### src/rtl/stopwatch_ctrl_if.sv
// Stopwatch controller bus: debounced buttons, tick, counter value in;
// run/clear/direction controls, display value and done pulse out.
interface stopwatch_ctrl_if #(
    parameter int CW = 14
);
    logic          btn_R;
    logic          btn_L;
    logic          btn_U;
    logic          tick;
    logic [CW-1:0] count;
    logic          run_stop;
    logic          clear;
    logic          rev;
    logic          lap_hold;
    logic [CW-1:0] disp_count;
    logic          done;

    // Driver side: buttons, tick generator and counter
    modport master (
        output btn_R, btn_L, btn_U, tick, count,
        input  run_stop, clear, rev, lap_hold, disp_count, done
    );

    // Controller side
    modport slave (
        input  btn_R, btn_L, btn_U, tick, count,
        output run_stop, clear, rev, lap_hold, disp_count, done
    );
endinterface

### src/rtl/stopwatch_ctrl.sv
// Stopwatch controller: run/stop/clear FSM, lap freeze of the display,
// count direction and countdown auto-stop with a one-cycle done pulse.
module stopwatch_ctrl #(
    parameter int MAX_COUNT = 10000,
    parameter int CW        = $clog2(MAX_COUNT)
) (
    input  logic           clk,
    input  logic           reset,
    stopwatch_ctrl_if.slave sw
);

    typedef enum logic [1:0] {
        STOP = 2'd0,
        RUN  = 2'd1,
        CLR  = 2'd2
    } state_t;

    state_t        state;
    state_t        state_next;
    logic          rev_q;
    logic          lap_hold_q;
    logic [CW-1:0] lap_reg;
    logic          done_q;

    logic          lap_act;
    logic          auto_stop;
    logic          enter_clr;

    // Next-state and event decode; all button handling lives here
    always_comb begin
        state_next = state;
        lap_act    = 1'b0;
        auto_stop  = 1'b0;
        enter_clr  = 1'b0;
        unique case (state)
            STOP: begin
                // Clear wins over start when both arrive together
                if (sw.btn_L) begin
                    state_next = CLR;
                    enter_clr  = 1'b1;
                end else if (sw.btn_R) begin
                    state_next = RUN;
                end
            end
            RUN: begin
                // Countdown reaches zero on this edge; a run that started at
                // zero sees count==0 here and is allowed to wrap instead
                auto_stop = sw.rev && sw.tick && (sw.count == CW'(1));
                lap_act   = sw.btn_L && !sw.btn_R;
                if (sw.btn_R || auto_stop) begin
                    state_next = STOP;
                end
            end
            CLR: begin
                state_next = STOP;
            end
            default: begin
                state_next = STOP;
            end
        endcase
    end

    // State register
    always_ff @(posedge clk or negedge reset) begin
        if (!reset) begin
            state <= STOP;
        end else begin
            state <= state_next;
        end
    end

    // Lap capture/release; entering clear wipes the frozen value
    always_ff @(posedge clk or negedge reset) begin
        if (!reset) begin
            lap_hold_q <= 1'b0;
            lap_reg    <= '0;
        end else if (enter_clr) begin
            lap_hold_q <= 1'b0;
            lap_reg    <= '0;
        end else if (lap_act) begin
            if (!lap_hold_q) begin
                lap_reg    <= sw.count;
                lap_hold_q <= 1'b1;
            end else begin
                lap_hold_q <= 1'b0;
            end
        end
    end

    // Direction toggles only while stopped
    always_ff @(posedge clk or negedge reset) begin
        if (!reset) begin
            rev_q <= 1'b0;
        end else if (state == STOP && sw.btn_U) begin
            rev_q <= ~rev_q;
        end
    end

    // Done pulses for the single cycle following a countdown auto-stop
    always_ff @(posedge clk or negedge reset) begin
        if (!reset) begin
            done_q <= 1'b0;
        end else begin
            done_q <= auto_stop;
        end
    end

    assign sw.run_stop   = (state == RUN);
    assign sw.clear      = (state == CLR);
    assign sw.rev        = rev_q;
    assign sw.lap_hold   = lap_hold_q;
    assign sw.done       = done_q;
    assign sw.disp_count = lap_hold_q ? lap_reg : sw.count;

endmodule

### src/flat_wrapper.sv
// flat-port wrapper written by rule: the top's interface ports become plain ports
module stopwatch_ctrl_flat 
#(
    parameter int MAX_COUNT = 10000,
    parameter int CW        = $clog2(MAX_COUNT)
)
  (clk, reset, sw_btn_R, sw_btn_L, sw_btn_U, sw_tick, sw_count, sw_run_stop, sw_clear, sw_rev, sw_lap_hold, sw_disp_count, sw_done);
  stopwatch_ctrl_if #(.CW(CW)) sw_i ();
  input  logic clk;
  input  logic reset;
  input wire logic [$bits(sw_i.btn_R)-1:0] sw_btn_R;
  input wire logic [$bits(sw_i.btn_L)-1:0] sw_btn_L;
  input wire logic [$bits(sw_i.btn_U)-1:0] sw_btn_U;
  input wire logic [$bits(sw_i.tick)-1:0] sw_tick;
  input wire logic [$bits(sw_i.count)-1:0] sw_count;
  output wire logic [$bits(sw_i.run_stop)-1:0] sw_run_stop;
  output wire logic [$bits(sw_i.clear)-1:0] sw_clear;
  output wire logic [$bits(sw_i.rev)-1:0] sw_rev;
  output wire logic [$bits(sw_i.lap_hold)-1:0] sw_lap_hold;
  output wire logic [$bits(sw_i.disp_count)-1:0] sw_disp_count;
  output wire logic [$bits(sw_i.done)-1:0] sw_done;
  assign sw_i.btn_R = sw_btn_R;
  assign sw_i.btn_L = sw_btn_L;
  assign sw_i.btn_U = sw_btn_U;
  assign sw_i.tick = sw_tick;
  assign sw_i.count = sw_count;
  assign sw_run_stop = sw_i.run_stop;
  assign sw_clear = sw_i.clear;
  assign sw_rev = sw_i.rev;
  assign sw_lap_hold = sw_i.lap_hold;
  assign sw_disp_count = sw_i.disp_count;
  assign sw_done = sw_i.done;
  stopwatch_ctrl #(.MAX_COUNT(MAX_COUNT), .CW(CW)) u_core (.clk(clk), .reset(reset), .sw(sw_i));
endmodule
### config.mk
export PLATFORM = sky130hd
export DESIGN_NAME = stopwatch_ctrl_flat
export DESIGN_NICKNAME = d
export VERILOG_FILES = /design/src/rtl/stopwatch_ctrl_if.sv /design/src/rtl/stopwatch_ctrl.sv /design/src/flat_wrapper.sv
export SDC_FILE = /design/constraint.sdc
export NUM_CORES = 1
export LEC_CHECK = 0
export CAP_MARGIN = 15
export CORE_ASPECT_RATIO = 2
export CORE_MARGIN = 5
export CORE_UTILIZATION = 25
export CTS_CLUSTER_SIZE = 30
export DETAILED_ROUTE_END_ITERATION = 10
export GPL_TIMING_DRIVEN = 0
export HOLD_SLACK_MARGIN = 0.1
export PLACE_DENSITY_LB_ADDON = 0.2
export SETUP_SLACK_MARGIN = 0.02
export SLEW_MARGIN = 15
export SYNTH_ARGS = -nofsm -noshare
export SYNTH_HDL_FRONTEND = slang
export SYNTH_SLANG_ARGS = --single-unit
### constraint.sdc
create_clock -name clk -period 1.5 [get_ports clk]
set_input_delay 0.225 -clock clk [delete_from_list [all_inputs] [get_ports clk]]
set_output_delay 0.225 -clock clk [all_outputs]
set_load 0.02 [all_outputs]
==> results.toml <==
[layout]
final-seq-area_um2 = 479.2
antenna-diode-count = 0
area_growth_pct = 56.05
multiInputGateArea_um2 = 669.4
fillerInstances = 472
final_nets = 155
largest_register_ffs = 14
final_layout_size_suffix_gt1_share_pct = 50.00

[global_route]
grt_pass1_wl_mm = 5.202
grt_overflow = 0
antenna_found_initial = 0
grt_max_degree = 20
grt_pass1_vias = 1093
grt_use_total_pct = 10.89

[synthesis]
avgSynthCellArea_um2 = 13.63
ys.warnings.count = 0
syn_area_um2 = 1159
yosys.area.top_type = "dfrtp_1"
synth_cells = 85
ys_ff_latch = 19
syn_nets = 105
synth_cell_type_count = 25
yosysSeqAreaShare_pct = 41.04
yosys-top-cells-area = "dfrtp_1 (41%), mux2_4 (23%), mux2_2 (9.7%)"
synth_top_area_share_pct = 41.04

[hold_path]
min-delay-start = "sw_btn_R"
hold_path_class = "in -> reg"

[power]
intPower_uw = 1398
switching_share_pct = 31.25
combinationalPowerShare_pct = 45.1
vdd_drop_max_uv = 570.7
p_seq_share_pct = 37.2
clkPwrFrac_pct = 17.6
p_switching_uw = 635.6
total_power_uw = 2034
p_leak_uw = 0.0008249
power_density_nw_per_um2 = 1125

[sta]
period_share_pct = 108.4
setup_viol = 23
drv_slew = 0
rsz0062_at_grt = "yes"
layout_setup_ws_ns = -0.1261
fin_worst_skew_ns = 0.001807
hold_viol_final = 0
slew_headroom_pct = 41.04
holdWs_ns = 0.3875
max_freq_mhz = 615.0
worst_pin_slew_ns = 0.8817
layout_min_cycle_time_ns = 1.626

[worst_setup_path]
crit_slowest_cell = "dfrtp_2"
crit_family = "flip-flops"
worstRegToRegCells = 5
end_kind = "output pin"
cp_max_fo = 6
crit_start = "u_core.sw.lap_hold$_DFFE_PN0P_"
r2r_start = "u_core.sw.lap_hold$_DFFE_PN0P_"
path_class = "reg -> out"
crit_chain = "buf_8, buf_12, mux2_4, buf_6"
endpoint = "sw_disp_count[9]"
worst-path-stages = 4
r2r_end = "u_core.lap_reg[9]$_DFFE_PN0P_"
start_kind = "flip-flop"
worstPathArrival_ns = 1.40
path_buf_inv = 3
r2r_slack_ns = -0.04
max_stage_delay_ns = 0.42
crit_required_ns = 1.27

[clock_network]
clk_latency_ns = 0.25
clock-sinks = 19
clkTransAtPathRegs_ns = 0.07
cts-root-buf = "clkbuf_8"
cts_tree = "built"
cts_inserted_buffers = 3
cts_htree_levels = 1
clk_path_buf_depth = 2

[drt]
ant_nets = 0
vias = 894
firstDrtPassIters = 4
finalWirelength_mm = 3.134
drt_iter0_drc = 6
drc = 0
wl_per_cell_um = 16.58
via_per_inst = 4.730

[placement]
gp_congestion = 0.6453
dp_hpwl_mm = 2.293
portBuffers = 38

[job]
drv_cap = 0

[floorplan]
die_x_um = 58.14
start_util_pct = 25.44
io_pins = 39
die_h_um = 106.3
num_rows = 35
core_um2 = 4554
die_area_um2 = 6178

[status]
outcome = "finished with violations"
violations = "negative setup slack"
-- per-layer routing --
layer	global-route usage, %	vias up	routed length, um
met4	3.980	0	27
met1	10.68	458	1134
met2	21.36	25	1803
li1	-	409	-
met5	0	-	0
met3	1.944	2	168
-- timing repair --
action                                  CTS  global route
endpoints found under the setup margin   32            30
cloned                                    1             0
pin swaps                                 1             0
hold buffers                              0             0
setup buffers                             5             1
resized for setup                       108            15
-- worst min-delay path by stage --
| stage | endpoint | slack [ns] | depth (start not counted) |
|---|---|---|---|
| after floorplan | u_core.lap_reg[0]$_DFFE_PN0P_ | -0.07 | 0 |
| after CTS | u_core.state[1]$_DFFE_PN0P_ | 0.47 | 3 |
| after global routing | u_core.state[0]$_DFFE_PN0P_ | 0.44 | 2 |
| final | u_core.state[0]$_DFFE_PN0P_ | 0.39 | 2 |
| after global placement | u_core.lap_reg[0]$_DFFE_PN0P_ | 0.49 | 1 |
| after detailed placement | u_core.lap_reg[11]$_DFFE_PN0P_ | 0.49 | 1 |
-- cell usage after synthesis --
master,count
dfrtp_1,19
inv_2,1
nor4b_1,1
nand2b_1,1
xnor2_1,1
nor2_2,1
mux2_4,18
or4b_1,1
nor2_1,2
buf_6,1
a21boi_0,14
buf_8,1
nor2b_1,1
a32o_1,1
mux2_2,10
nand2_1,1
buf_12,1
mux2i_1,1
nor4_1,2
nand4_1,1
buf_2,2
nor4bb_1,1
nor3_1,1
inv_1,1
a211oi_4,1
-- area by class of cell --
class                   instances  area share (%)
multi-input cells              59           37.02
flip-flops and latches         19           26.51
repair buffers                 45           26.23
well taps                      55           3.806
plain buffers                   5           3.460
clock buffers                   3           2.284
inverters                       2          0.4152
clock inverters                 1          0.2768
-- cell families (layout without fill, tap and decap cells) --
family / Yosys count / in the layout / share of synthesized area (%)
AOI/OAI and AO/OA: 16 / 16 / 11.66
xor gates and xnor gates: 1 / 1 / 0.7561
buffers and inverters: 7 / 56 / 5.507
DFF: 19 / 19 / 41.04
muxes: 29 / 29 / 33.91
and+or+nand+nor: 13 / 13 / 7.128
-- power by group through the flow --
stage	registers [uW]	logic (uW)	clock network (uW)
after floorplan	746	498	0
after global placement	745	791	0
after detailed placement	757	798	0
after CTS	754	893	382
after global routing	779	972	400
final	757	918	359
-- through the flow --
step / instance area (um2) / util (%) / TNS [ns] / worst slack (ns) / std cells
CTS: 1764 / 38.74 / -1.829 / -0.1636 / 188
global route: 1808 / 39.70 / -2.526 / -0.1674 / 189
detailed placement: 1609 / 35.33 / -10.08 / -0.5005 / 178
global placement: 1609 / 35.33 / -9.758 / -0.4842 / 178
finish: 1808 / 39.70 / -1.579 / -0.1261 / 189
floorplan: 1160 / - / -0.5252 / -0.05975 / 85
-- cell usage in the layout (no fill, tap or decap) --
cell type,count
nor3_1,1
clkdlybuf4s50_1,18
dlymetal6s2s_1,1
clkinv_2,1
nor2_4,1
nor4_1,2
a21boi_0,2
xnor2_1,1
nor4b_1,1
mux2_2,1
nand2b_4,1
mux2i_1,1
nand4_1,1
or4b_1,1
a21boi_1,11
buf_8,2
buf_12,1
dfrtp_2,3
buf_4,6
dlygate4sd2_1,3
clkdlybuf4s15_1,1
nand2_1,1
buf_6,15
mux2_4,27
nor2b_1,1
buf_16,1
nor4bb_1,1
clkbuf_8,3
nor2_1,2
a21boi_2,1
a32o_1,1
inv_1,1
dfrtp_1,16
buf_2,1
a211oi_4,1
clkdlybuf4s15_2,1
inv_2,1
Power figures use the tool's default switching activity.
